### config.mk
export PLATFORM = sky130hd
export DESIGN_NAME = sram_arbiter
export DESIGN_NICKNAME = d
export VERILOG_FILES = /design/src/rtl/sram_arb_pkg.sv /design/src/rtl/sram_arb_picker.sv /design/src/rtl/sram_arbiter.sv
export SDC_FILE = /design/constraint.sdc
export NUM_CORES = 1
export LEC_CHECK = 0
export ABC_AREA = 1
export CELL_PAD_IN_SITES_DETAIL_PLACEMENT = 0
export CELL_PAD_IN_SITES_GLOBAL_PLACEMENT = 1
export CORE_AREA = 10 10 124 126
export CTS_CLUSTER_DIAMETER = 80
export CTS_CLUSTER_SIZE = 8
export DETAILED_ROUTE_END_ITERATION = 12
export DIE_AREA = 0 0 134 136
export GPL_ROUTABILITY_DRIVEN = 0
export MAX_ROUTING_LAYER = met4
export PLACE_DENSITY = 0.91
export SLEW_MARGIN = 5
export SYNTH_ARGS = -nofsm -noshare
export SYNTH_HDL_FRONTEND = slang
export SYNTH_HIERARCHICAL = 1
export SYNTH_SLANG_ARGS = --single-unit
### constraint.sdc
create_clock -name clk -period 1.5 [get_ports clk]
set_input_delay 0.3 -clock clk [delete_from_list [all_inputs] [get_ports clk]]
set_output_delay 0.3 -clock clk [all_outputs]
set_load 0.01 [all_outputs]
### src/rtl/sram_arb_pkg.sv
// sram_arb_pkg: shared FSM state type, default widths and width helper for the SRAM arbiter.
package sram_arb_pkg;

   typedef enum logic [1:0] {IDLE, ACCESS, ACK} arb_state_t;

   localparam int DEF_ADDR_W = 16;
   localparam int DEF_DATA_W = 24;

   // Never returns 0, so single-entry ranges still get a 1-bit signal.
   function automatic int clog2_safe(input int n);
      return (n <= 2) ? 1 : $clog2(n);
   endfunction

endpackage

### src/rtl/sram_arb_picker.sv
// sram_arb_picker: combinational winner selection, fixed priority or round-robin.
// Round-robin search order is enabled by SRAM_ARB_ROUND_ROBIN_EN.
module sram_arb_picker
   import sram_arb_pkg::*;
#(
   parameter int NUM_REQ = 2,
   parameter int IW      = clog2_safe(NUM_REQ)
)(
   input  logic [NUM_REQ-1:0] req_i,
`ifdef SRAM_ARB_ROUND_ROBIN_EN
   input  logic [IW-1:0]      last_i,
`endif
   output logic [NUM_REQ-1:0] gnt_o,
   output logic [IW-1:0]      idx_o,
   output logic               any_o
);

   assign any_o = |req_i;
   assign gnt_o = any_o ? NUM_REQ'(1) << idx_o : '0;

`ifdef SRAM_ARB_ROUND_ROBIN_EN
   logic [IW-1:0]        start;
   logic [2*NUM_REQ-1:0] dbl;
   logic [NUM_REQ-1:0]   rot;
   logic [IW-1:0]        off;
   logic [IW:0]          sum;

   // Rotate requests so the search begins just after the last winner.
   always_comb begin
      start = (last_i == IW'(NUM_REQ-1)) ? '0 : last_i + 1'b1;
      dbl   = {req_i, req_i} >> start;
      rot   = dbl[NUM_REQ-1:0];
      off   = '0;
      for (int k = NUM_REQ-1; k >= 0; k--) if (rot[k]) off = IW'(k);
      sum   = {1'b0, start} + {1'b0, off};
      idx_o = (sum >= (IW+1)'(NUM_REQ)) ? IW'(sum - (IW+1)'(NUM_REQ)) : sum[IW-1:0];
   end
`else
   always_comb begin
      idx_o = '0;
      for (int k = NUM_REQ-1; k >= 0; k--) if (req_i[k]) idx_o = IW'(k);
   end
`endif

endmodule

### src/rtl/sram_arbiter.sv
// sram_arbiter: shares one SRAM among NUM_REQ requesters, one timed access at a time.
// Define SRAM_ARB_ROUND_ROBIN_EN for round-robin arbitration; default is fixed priority.
module sram_arbiter
   import sram_arb_pkg::*;
#(
   parameter int NUM_REQ       = 2,
   parameter int ADDR_W        = DEF_ADDR_W,
   parameter int DATA_W        = DEF_DATA_W,
   parameter int ACCESS_CYCLES = 2,
   localparam int IW           = clog2_safe(NUM_REQ),
   localparam int CW           = clog2_safe(ACCESS_CYCLES+1)
)(
   input  logic                      clk,
   input  logic                      rst,
   input  logic [NUM_REQ-1:0]        req,
   input  logic [NUM_REQ-1:0]        we,
   input  logic [NUM_REQ*ADDR_W-1:0] req_addr,
   input  logic [NUM_REQ*DATA_W-1:0] req_wdata,
   output logic [NUM_REQ-1:0]        ack,
   output logic [DATA_W-1:0]         rdata,
   output logic [IW-1:0]             grant_id,
   output logic                      busy,
   output logic                      read_enable,
   output logic                      write_enable,
   output logic [ADDR_W-1:0]         address,
   output logic [DATA_W-1:0]         w_data,
   input  logic [DATA_W-1:0]         r_data
);

   arb_state_t         state_q;
   logic [CW-1:0]      cnt_q;
   logic [NUM_REQ-1:0] ack_q;
   logic [DATA_W-1:0]  rdata_q;
   logic [IW-1:0]      grant_id_q;
   logic               busy_q;
   logic               re_q;
   logic               we_q;
   logic [ADDR_W-1:0]  addr_q;
   logic [DATA_W-1:0]  wdata_q;

   logic [NUM_REQ-1:0] pick_gnt;
   logic [IW-1:0]      pick_idx;
   logic               pick_any;
   logic [ADDR_W-1:0]  sel_addr;
   logic [DATA_W-1:0]  sel_wdata;
   logic               sel_we;

`ifdef SRAM_ARB_ROUND_ROBIN_EN
   logic [IW-1:0] last_q;

   // Starts at the top index so requester 0 is first after reset.
   always_ff @(posedge clk) begin
      if (rst) last_q <= IW'(NUM_REQ-1);
      else if (state_q == IDLE && pick_any) last_q <= pick_idx;
   end
`endif

   sram_arb_picker #(.NUM_REQ(NUM_REQ), .IW(IW)) u_picker (
      .req_i  (req),
`ifdef SRAM_ARB_ROUND_ROBIN_EN
      .last_i (last_q),
`endif
      .gnt_o  (pick_gnt),
      .idx_o  (pick_idx),
      .any_o  (pick_any)
   );

   always_comb begin
      sel_addr  = '0;
      sel_wdata = '0;
      sel_we    = 1'b0;
      for (int k = 0; k < NUM_REQ; k++) begin
         sel_addr  = pick_gnt[k] ? req_addr[k*ADDR_W +: ADDR_W]   : sel_addr;
         sel_wdata = pick_gnt[k] ? req_wdata[k*DATA_W +: DATA_W]  : sel_wdata;
         sel_we    = pick_gnt[k] ? we[k]                          : sel_we;
      end
   end

   always_ff @(posedge clk) begin
      if (rst) begin
         state_q    <= IDLE;
         cnt_q      <= '0;
         ack_q      <= '0;
         rdata_q    <= '0;
         grant_id_q <= '0;
         busy_q     <= 1'b0;
         re_q       <= 1'b0;
         we_q       <= 1'b0;
         addr_q     <= '0;
         wdata_q    <= '0;
      end else begin
         case (state_q)
            IDLE: if (pick_any) begin
               grant_id_q <= pick_idx;
               addr_q     <= sel_addr;
               wdata_q    <= sel_wdata;
               re_q       <= ~sel_we;
               we_q       <= sel_we;
               cnt_q      <= CW'(ACCESS_CYCLES-1);
               busy_q     <= 1'b1;
               state_q    <= ACCESS;
            end
            ACCESS: if (cnt_q == '0) begin
               if (re_q) rdata_q <= r_data;
               re_q    <= 1'b0;
               we_q    <= 1'b0;
               ack_q   <= NUM_REQ'(1) << grant_id_q;
               state_q <= ACK;
            end else begin
               cnt_q <= cnt_q - 1'b1;
            end
            ACK: begin
               ack_q   <= '0;
               busy_q  <= 1'b0;
               state_q <= IDLE;
            end
            default: state_q <= IDLE;
         endcase
      end
   end

   assign ack          = ack_q;
   assign rdata        = rdata_q;
   assign grant_id     = grant_id_q;
   assign busy         = busy_q;
   assign read_enable  = re_q;
   assign write_enable = we_q;
   assign address      = addr_q;
   assign w_data       = wdata_q;

endmodule

### Word level (Yosys, flattened, before mapping)

Index checks and enable logic that the tools add are counted.

| word-level totals | value |
|---|---|
| bits of input ports | 110 |
| output and inout bits | 70 |
| bits in registers | 74 |
| logic and storage cells | 55 |

| cells by class | value |
|---|---|
| eq/ne operators | 5 |
| reduce and logical (&&, ||, !) cells | 13 |
| add/subtract/negate cells | 1 |
| muxes and demuxes | 23 |
| bitwise operators | 1 |
| shift operators | 2 |

Operators with widths:

| operator | number |
|---|---|
| 2-to-1 mux 24 bit | 2 |
| 2-to-1 mux 16 bit | 2 |
| case mux 2 bit (2 select lines) | 3 |
| 2-to-1 mux 2 bit | 5 |
| AND reduction 3 bit | 3 |
| 2-to-1 mux 1 bit | 8 |
| AND reduction 2 bit | 4 |
| case mux 1 bit (2 select lines) | 3 |
| nonzero test 2 bit | 3 |
| logical NOT 2 bit | 2 |
| != test 2 bit, second input constant | 2 |
| left shift 1 x 1 -> 2 bit, first input constant | 2 |
| == test 2 x 1 -> 1 bit, second input constant | 1 |
| == test 2 bit, second input constant | 1 |
| != test 2 x 1 -> 1 bit, second input constant | 1 |
| OR reduction 2 bit | 1 |
| subtractor 2 x 1 -> 2 bit, second input constant | 1 |
| NOT 1 bit | 1 |

### Depth between registers and ports, before layout

Gate-level depths: netlist (run 1).

| depth | value |
|---|---|
| depth after elaboration | 9 |
| depth in mapped cells | 10 |
| gate-level depth less buffers | 8 |

### By module

Netlist (run 1), hierarchy kept.

Modules (own cells, without submodules):

| module | area an instance (µm²) | sequential area each (µm²) | cells each | instances |
|---|---|---|---|---|
| sram_arbiter | 3279.4 | 1481.4 | 476 | 1 |
| sram_arb_picker | 26.3 | 0.0 | 6 | 1 |

### Worst setup path before layout (run 1)

OpenSTA, ideal clock, no wires.

| timing | value |
|---|---|
| kind | register to register |
| start | register cnt_q[0] |
| end | register rdata_q[4], in the netlist rdata[4] |
| setup time | 0.065 ns |
| path buffers | 1 |
| stages on the path, launching flop included | 7 |
| setup slack | 0.174 ns |
| data required time | 1.435 ns |
| clock period less this slack | 1.326 ns |
| arrival time | 1.262 ns |
| cell sequence | dfxtp_1 -> inv_1 -> ha_1 -> nand2_1 -> clkbuf_1 -> nor3_1 -> nor2_1 |

| between the ends | value |
|---|---|
| longest elaborated chain between the ends | 2 |

RTL lines:

| item | line | text |
|---|---|---|
| from (decl) | sram_arbiter.sv:31 | `logic [CW-1:0] cnt_q;` |
| from (signal assigned) | sram_arbiter.sv:99 | `cnt_q <= CW'(ACCESS_CYCLES-1);` |
| from (signal assigned) | sram_arbiter.sv:110 | `cnt_q <= cnt_q - 1'b1;` |
| logical NOT 2 bit | sram_arbiter.sv:103 | `ACCESS: if (cnt_q == '0) begin` |
| AND reduction 3 bit (no source line) | - |  |
| to (signal assigned) | sram_arbiter.sv:104 | `if (re_q) rdata_q <= r_data;` |
| to (decl) | sram_arbiter.sv:33 | `logic [DATA_W-1:0] rdata_q;` |

No other way between the ends.
A chain may end at the register's enable or synchronous reset.

### Final worst setup path (run 1)

| timing | value |
|---|---|
| start | register cnt_q[0] |
| end | register cnt_q[1] |

| between the ends | value |
|---|---|
| longest elaborated chain between the ends | 3 |
| elaborated cells on any way between the ends | 6 |
| classes of those cells | add/sub: 1; eq/ne: 1; mux: 2; reduce/logical: 2 |

RTL lines:

| item | line |
|---|---|
| subtractor 2 x 1 -> 2 bit or logical NOT 2 bit (tied branches) | sram_arbiter.sv:110, sram_arbiter.sv:103 |
| 2-to-1 mux 2 bit or != test 2 bit (tied branches) | - |
| case mux 2 bit (2 select lines) or AND reduction 3 bit (tied branches) | - |

Parallel ways exist; a longest one is shown, timed or not. The select of a mux whose other input is x is not followed.

==> results.yml, run 1 <==
outcome:
  status: "complete, no violations"
cts:
  clkSinkCount: 74
  cts-root-buf: "clkbuf_16"
  cts_tree: "built"
  worstSkewPairLatency_ps: 330
  cts_hold_buf: 0
  cts_buffers: 9
  postCtsSetupBuffers: 0
  clkSlewWorstSetupHoldPaths_ps: 60
  cts-htree-levels: 3
  ctsLongestPathBuffers: 2
synthesis:
  ys.flop_type: "dfxtp_1"
  yosysMostFrequentCell: "nand2_1"
  synth_area_um2: 3310
  synthTopCellsByArea: "dfxtp_1, nand2_1, nand3_1"
  yosysTopAreaCell: "dfxtp_1"
  ys_ff_latch: 74
  avgSynthCellArea_um2: 6.86
  synth_top_area_share_pct: 44.8
  syn_inst: 482
  ys_top_cells_by_count: "nand2_1, dfxtp_1, nand3_1"
  ys_warn_count: 6
  yosysSeqAreaShare_pct: 44.8
  syn_nets: 594
  synth_edf_count: 0
  ys_async_sr_fraction_pct: 0
  ys_types: 20
cells_and_area:
  syn2layout_area_growth_pct: 68.2
  nFillCells: 1329
  design_area_um2: 5560
  final_net_count: 770
  drive_above_1_share_pct: 7.69
route:
  viasPerCell: 4.42
  drc_errors: 0
  ant_nets: 0
  wl_per_cell_um: 14.6
  routed_wl_um: 12300
  drt-pass1-iter-count: 4
  drtIter0Drc: 86
  num_vias: 3715
setup_path:
  rr_startpoint: "cnt_q[0]"
  crit_path_top_delay_cell: "dfxtp_1"
  cp-start-kind: "flop"
  crit_required_ps: 1730
  path_max_fanout: 4
  cp_slowest_stage_delay_ps: 350
  cp.arrival_ps: 1570
  reg2reg_to: "cnt_q[1]"
  rrSetupSlack_ps: 160
  critPathCaptureType: "flop"
  r2r_cells: 7
  critPathMostFrequentCell: "nand3_1"
  worstSetupPathType: "flop to flop"
  startpoint: "cnt_q[0]"
  path_cells: "inv_1, ha_1, buf_4, nand3_1, nand3_1, nand3_1, nand2_1"
sta:
  relSlewSlack_pct: 70.1
  setup_violations: 0
  finalSetupTns_ps: 0
  worst_pin_slew_ps: 449
  finClkSkew_ps: 5.07
  rsz0062_at_grt: "no"
  hold_violations: 0
  fmax_mhz: 745
  period_needed_ps: 1340
  post-route-period-util_pct: 89.4
  maxSlewViolCount: 0
place:
  placed_cell_area_um2: 5340
  hpwl_um: 9670
  io_buffers: 179
die:
  core_um2: 13000
  fp.dieH_um: 136
  ioPinCount: 180
  die_x_um: 134
  initial_utilization_pct: 25.5
  rows: 42
  design.die.area_um2: 18200
power_and_ir_drop:
  power_leakage_nw: 2.58
  power.internal_mw: 4.24
  power.switching_mw: 1.91
  swShare_pct: 31.0
  ir_worst_vdd_mv: 0.519
  p_per_area_nw_per_um2: 1110
  power_frac_seq_pct: 37.5
  p_comb_share_pct: 29.1
  clkPwrFrac_pct: 33.4
global_routing:
  antenna_found_initial: 0
  grt_max_degree: 46
  grt.total_usage_pct: 13.4
  grt_pass1_vias: 3753
  grt_pass1_wl_um: 19200
  gr-total-overflow: 0
min_path:
  min-delay-start: "rst"
  min_path_cells: 4
  hold_path.class: "input port to flop"
  hold_end: "read_enable"
job:
  max-cap-violations: 0
flip-flops by register name, indices dropped and copies added (netlist names):
signal,count
grant_id,1
w_data,24
ack,2
busy,1
write_enable,1
cnt_q,2
read_enable,1
rdata,24
address,16
state_q,2
power by group through the flow:
stage | combinational, mW | clock (mW) | sequential (mW)
3_5_place_dp | 1.92 | 0 | 2.36
4_1_cts | 1.80 | 2.12 | 2.31
2_1_floorplan | 0.815 | 0 | 2.44
6_report | 1.79 | 2.05 | 2.31
3_3_place_gp | 1.89 | 0 | 2.35
5_1_grt | 1.98 | 2.21 | 2.34
placed cells by master, fill, tap and decap left out:
cell type	Yosys	routed
clkinvlp_4	0	4
nand2_1	176	175
clkbuf_16	0	9
inv_2	2	2
buf_12	0	5
diode_2	0	1
buf_4	1	17
nand2_4	1	1
buf_6	6	1
nor2_4	1	3
nor3_1	24	24
nand2_2	1	2
nor2_1	32	31
inv_1	8	8
ha_1	2	2
a21oi_1	44	44
dlygate4sd2_1	0	70
clkinv_4	0	1
o21ai_1	15	15
o21ai_0	11	11
nand3_1	51	51
dfxtp_1	74	74
clkbuf_8	0	2
clkdlybuf4s50_1	0	107
clkinv_2	1	1
buf_2	19	2
nor2_2	1	1
stage by stage:
| step | total power, mW | utilization (%) | hold WS [ps] | worst slack (ps) | std cells |
|---|---|---|---|---|---|
| 2_1_floorplan | 3.25 | - | 442 | 174 | 482 |
| 3_3_place_gp | 4.23 | 41.1 | 451 | -154 | 822 |
| 3_5_place_dp | 4.28 | 41.1 | 456 | -175 | 822 |
| 4_1_cts | 6.23 | 42.7 | 369 | 3.86 | 838 |
| 5_1_grt | 6.53 | 42.8 | 423 | 34.9 | 839 |
| 6_report | 6.15 | 42.8 | 371 | 158 | 840 |
worst max-delay path: cells and delay by family, from the launching register on:
family        cells  cell delay [ps]
fa+ha+maj         1              220
buf+inv           2              230
flops             1              350
simple gates      4              450
kinds of logic (layout without fill, tap and decap cells):
| kind of cell | Yosys count | count (layout) | share of synthesized area (%) |
|---|---|---|---|
| flops | 74 | 74 | 44.8 |
| simple gates | 287 | 288 | 36.0 |
| other cells | 0 | 1 | 0 |
| fa+ha+maj | 2 | 2 | 0.757 |
| compound gates | 70 | 70 | 10.6 |
| buf+inv | 49 | 229 | 7.80 |
final cells by class:
class	count	area, um^2	share of cell area [%]
tap	176	220	3.96
clock buffer	11	253	4.55
timing repair buffer	202	1930	34.8
multi-input combinational	360	1590	28.6
inverter	11	42.5	0.765
clock inverter	5	38.8	0.698
antenna	1	2.50	0.0450
sequential	74	1480	26.6
timing repair:
| action | CTS | global route |
|---|---|---|
| setup endpoints to repair | 70 | 24 |
| pin swaps | 0 | 1 |
| gates resized for setup | 70 | 3 |
| cloned | 0 | 1 |
worst max-delay path by stage:
stage                 endpoint  slack [ps]  depth (start not counted)
floorplan             rdata[4]         170                          6
global placement    w_data[20]        -150                          9
global route          rdata[5]          30                          6
CTS                   rdata[4]           4                          6
finish                cnt_q[1]         160                          7
detailed placement  w_data[22]        -180                          9
per-layer routing:
layer | wire length, um | share of wire (%) | track usage [%] | vias up
met5 | 0 | 0 | - | -
met4 | 127 | 1.0 | 3.99 | 0
met3 | 832 | 6.8 | 4.87 | 11
met2 | 5780 | 47 | 21.8 | 119
met1 | 5540 | 45 | 15.4 | 1673
li1 | - | - | - | 1912
Note: power is estimated with default switching activity, not from simulation.
==> run 2: changes to the inputs <==
--- a/config.mk
+++ b/config.mk
@@ -5,17 +5,17 @@
 export SDC_FILE = /design/constraint.sdc
 export NUM_CORES = 1
 export LEC_CHECK = 0
-export ABC_AREA = 1
+export ABC_AREA = 0
 export CELL_PAD_IN_SITES_DETAIL_PLACEMENT = 0
 export CELL_PAD_IN_SITES_GLOBAL_PLACEMENT = 1
-export CORE_AREA = 10 10 124 126
+export CORE_AREA = 10 10 121 123
 export CTS_CLUSTER_DIAMETER = 80
 export CTS_CLUSTER_SIZE = 8
 export DETAILED_ROUTE_END_ITERATION = 12
-export DIE_AREA = 0 0 134 136
+export DIE_AREA = 0 0 131 133
 export GPL_ROUTABILITY_DRIVEN = 0
 export MAX_ROUTING_LAYER = met4
-export PLACE_DENSITY = 0.91
+export PLACE_DENSITY = 0.89
 export SLEW_MARGIN = 5
 export SYNTH_ARGS = -nofsm -noshare
 export SYNTH_HDL_FRONTEND = slang
==> run 2 against run 1 <==
Effect of this change: via count is 12% lower; flip-flop and latch count stayed put; first-iteration DRC count is 49% higher; sequential share of layout area is 0.29 points lower; synthesized cell count is 28% lower; design area is 1.1% higher; maximum frequency is 8.1% lower; count of clock-buffer cells in the layout is 1 higher; area after synthesis is 2.8% lower; critical path type is now input port to flop.
==> results.yml, run 2 <==
outcome:
  status: "complete, no violations"
sta:
  rsz0062_at_grt: "yes"
  setup_ws_ps: 40.4
  finalSetupTns_ps: 0
  fmax_mhz: 685
  worst_pin_slew_ps: 303
  setup_violations: 0
  post-route-period-util_pct: 97.3
  relSlewSlack_pct: 79.8
  finClkSkew_ps: 5.79
  maxSlewViolCount: 0
  period_needed_ps: 1460
  hold_violations: 0
synthesis:
  ys.flop_type: "dfxtp_1"
  synthTopCellsByArea: "dfxtp_1, a221oi_2, nor3_1"
  synth_top_family_by_area: "compound AO/OA/AOI/OAI gates"
  ys_warn_count: 6
  yosysMostFrequentCell: "dfxtp_1"
  synth_xor_area_share_pct: 0
  synth_edf_count: 0
  ys_types: 35
  syn_nets: 459
  yosysSeqAreaShare_pct: 46.1
  synthSimpleGateAreaFrac_pct: 21.9
  synth_adder_area_share_pct: 0.779
  avgSynthCellArea_um2: 9.26
  ys_async_sr_fraction_pct: 0
  synth_compound_area_share_pct: 24.8
  synth_top_area_share_pct: 46.1
  ys_top_cells_by_count: "dfxtp_1, nand2_1, nor2_1"
  ys_ff_latch: 74
  synth_area_um2: 3210
  muxShareOfSynthArea_pct: 0
  syn_inst: 347
  yosysTopAreaCell: "dfxtp_1"
min_path:
  hold_end: "state_q[0]"
  min_path_cells: 2
  hold_path.class: "input port to flop"
  min-delay-start: "rst"
power_and_ir_drop:
  power.switching_mw: 1.62
  p_comb_share_pct: 27.1
  ir_worst_vdd_mv: 0.406
  power_leakage_nw: 2.36
  power_frac_seq_pct: 37.5
  power.internal_mw: 4.34
  clkPwrFrac_pct: 35.4
  p_per_area_nw_per_um2: 1060
  swShare_pct: 27.2
die:
  design.die.area_um2: 17400
  die_x_um: 131
  core_um2: 12400
  rows: 41
  initial_utilization_pct: 26.0
  fp.dieH_um: 133
  ioPinCount: 180
place:
  io_buffers: 179
  place_ws_ps: -571
  placed_cell_area_um2: 5310
  hpwl_um: 8820
  dp.cells: 684
route:
  viasPerCell: 4.64
  drtIter0Drc: 128
  routed_wl_um: 11900
  num_vias: 3254
  wl_per_cell_um: 16.9
  ant_nets: 0
  drt-pass1-iter-count: 4
  drc_errors: 0
setup_path:
  critPathCaptureType: "flop"
  path_max_fanout: 14
  r2r_cells: 4
  worstSetupPathType: "input port to flop"
  cp.arrival_ps: 1670
  crit_required_ps: 1710
  rr_startpoint: "state_q[0]"
  rrSetupSlack_ps: 40
  reg2reg_to: "address[7]"
  cp-start-kind: "input port"
cells_and_area:
  design_area_um2: 5620
  syn2layout_area_growth_pct: 74.9
  final_net_count: 637
  drive_above_1_share_pct: 15.5
  final_cell_mix: "clkdlybuf4s50_1, dfxtp_1, dlygate4sd2_1"
  final_common_cell: "clkdlybuf4s50_1"
  fin_cells: 702
cts:
  ctsLongestPathBuffers: 2
  clkSlewWorstSetupHoldPaths_ps: 60
  worstSkewPairLatency_ps: 330
  cts-root-buf: "clkbuf_16"
  cts-htree-levels: 3
  postCtsSetupBuffers: 0
  cts_tree: "built"
  clkSinkCount: 74
  cts_buffers: 9
global_routing:
  grt_pass1_wl_um: 18900
  grt_max_degree: 46
  gr-total-overflow: 0
  antenna_found_initial: 1
  grt.total_usage_pct: 14.2
  grt_pass1_vias: 3633
job:
  max-cap-violations: 0
run 2: how the worst max path moves through the flow:
stage | to | cells past startpoint | slack, ps | from
after detailed placement | address[4] | 6 | -570 | req[1]
after global placement | address[3] | 6 | -600 | req[0]
after global routing | w_data[3] | 6 | -20 | req[0]
after CTS | address[13] | 4 | 50 | state_q[0]
after floorplan | write_enable | 8 | 8 | req[1]
final | address[7] | 6 | 40 | req[0]
run 2: power groups by stage:
stage / clock network, mW / registers, mW / logic [mW]
after detailed placement: 0 / 2.28 / 1.64
after CTS: 2.20 / 2.24 / 1.62
after global placement: 0 / 2.27 / 1.62
after global routing: 2.29 / 2.26 / 1.76
final: 2.11 / 2.24 / 1.62
after floorplan: 0 / 2.36 / 0.659
run 2: cell families after synthesis:
kind of cell / count (synthesis)
compound gates: 78
simple gates: 154
flops: 74
buf+inv: 39
fa+ha+maj: 2
run 2: area by class of cell:
type | count | area (um^2)
antenna | 1 | 2.50
clock inverter | 3 | 40.0
tap | 172 | 215
multi-input combinational | 234 | 1580
sequential | 74 | 1480
inverter | 3 | 11.3
timing repair buffer | 203 | 2040
fill | 1180 | 6740
clock buffer | 12 | 246
run 2: stage by stage:
stage,util (%),hold slack [ps],total power [mW]
floorplan,-,436,3.02
global placement,43.0,443,3.89
detailed placement,43.0,449,3.93
CTS,45.1,306,6.05
global route,45.5,325,6.31
finish,45.5,323,5.96
run 2: what timing repair did:
action                                  4_1_cts  5_1_grt
endpoints found under the setup margin      113       19
hold buffers                                  0        0
resized for setup                            74        4
cloned                                        2        0
run 2: worst max-delay path: stages:
cell and delay (ps):
dlygate4sd2_1 240, or2_1 120, or3b_4 430, bufbuf_16 320, a221oi_2 180, nor3_1 70
run 2: routing by layer:
metal	vias to the layer above	track usage (%)	wire, um
met5	-	-	0
met4	0	6.55	287
met3	22	6.15	1110
li1	1598	-	-
met1	1501	15.1	4950
met2	133	22.3	5510
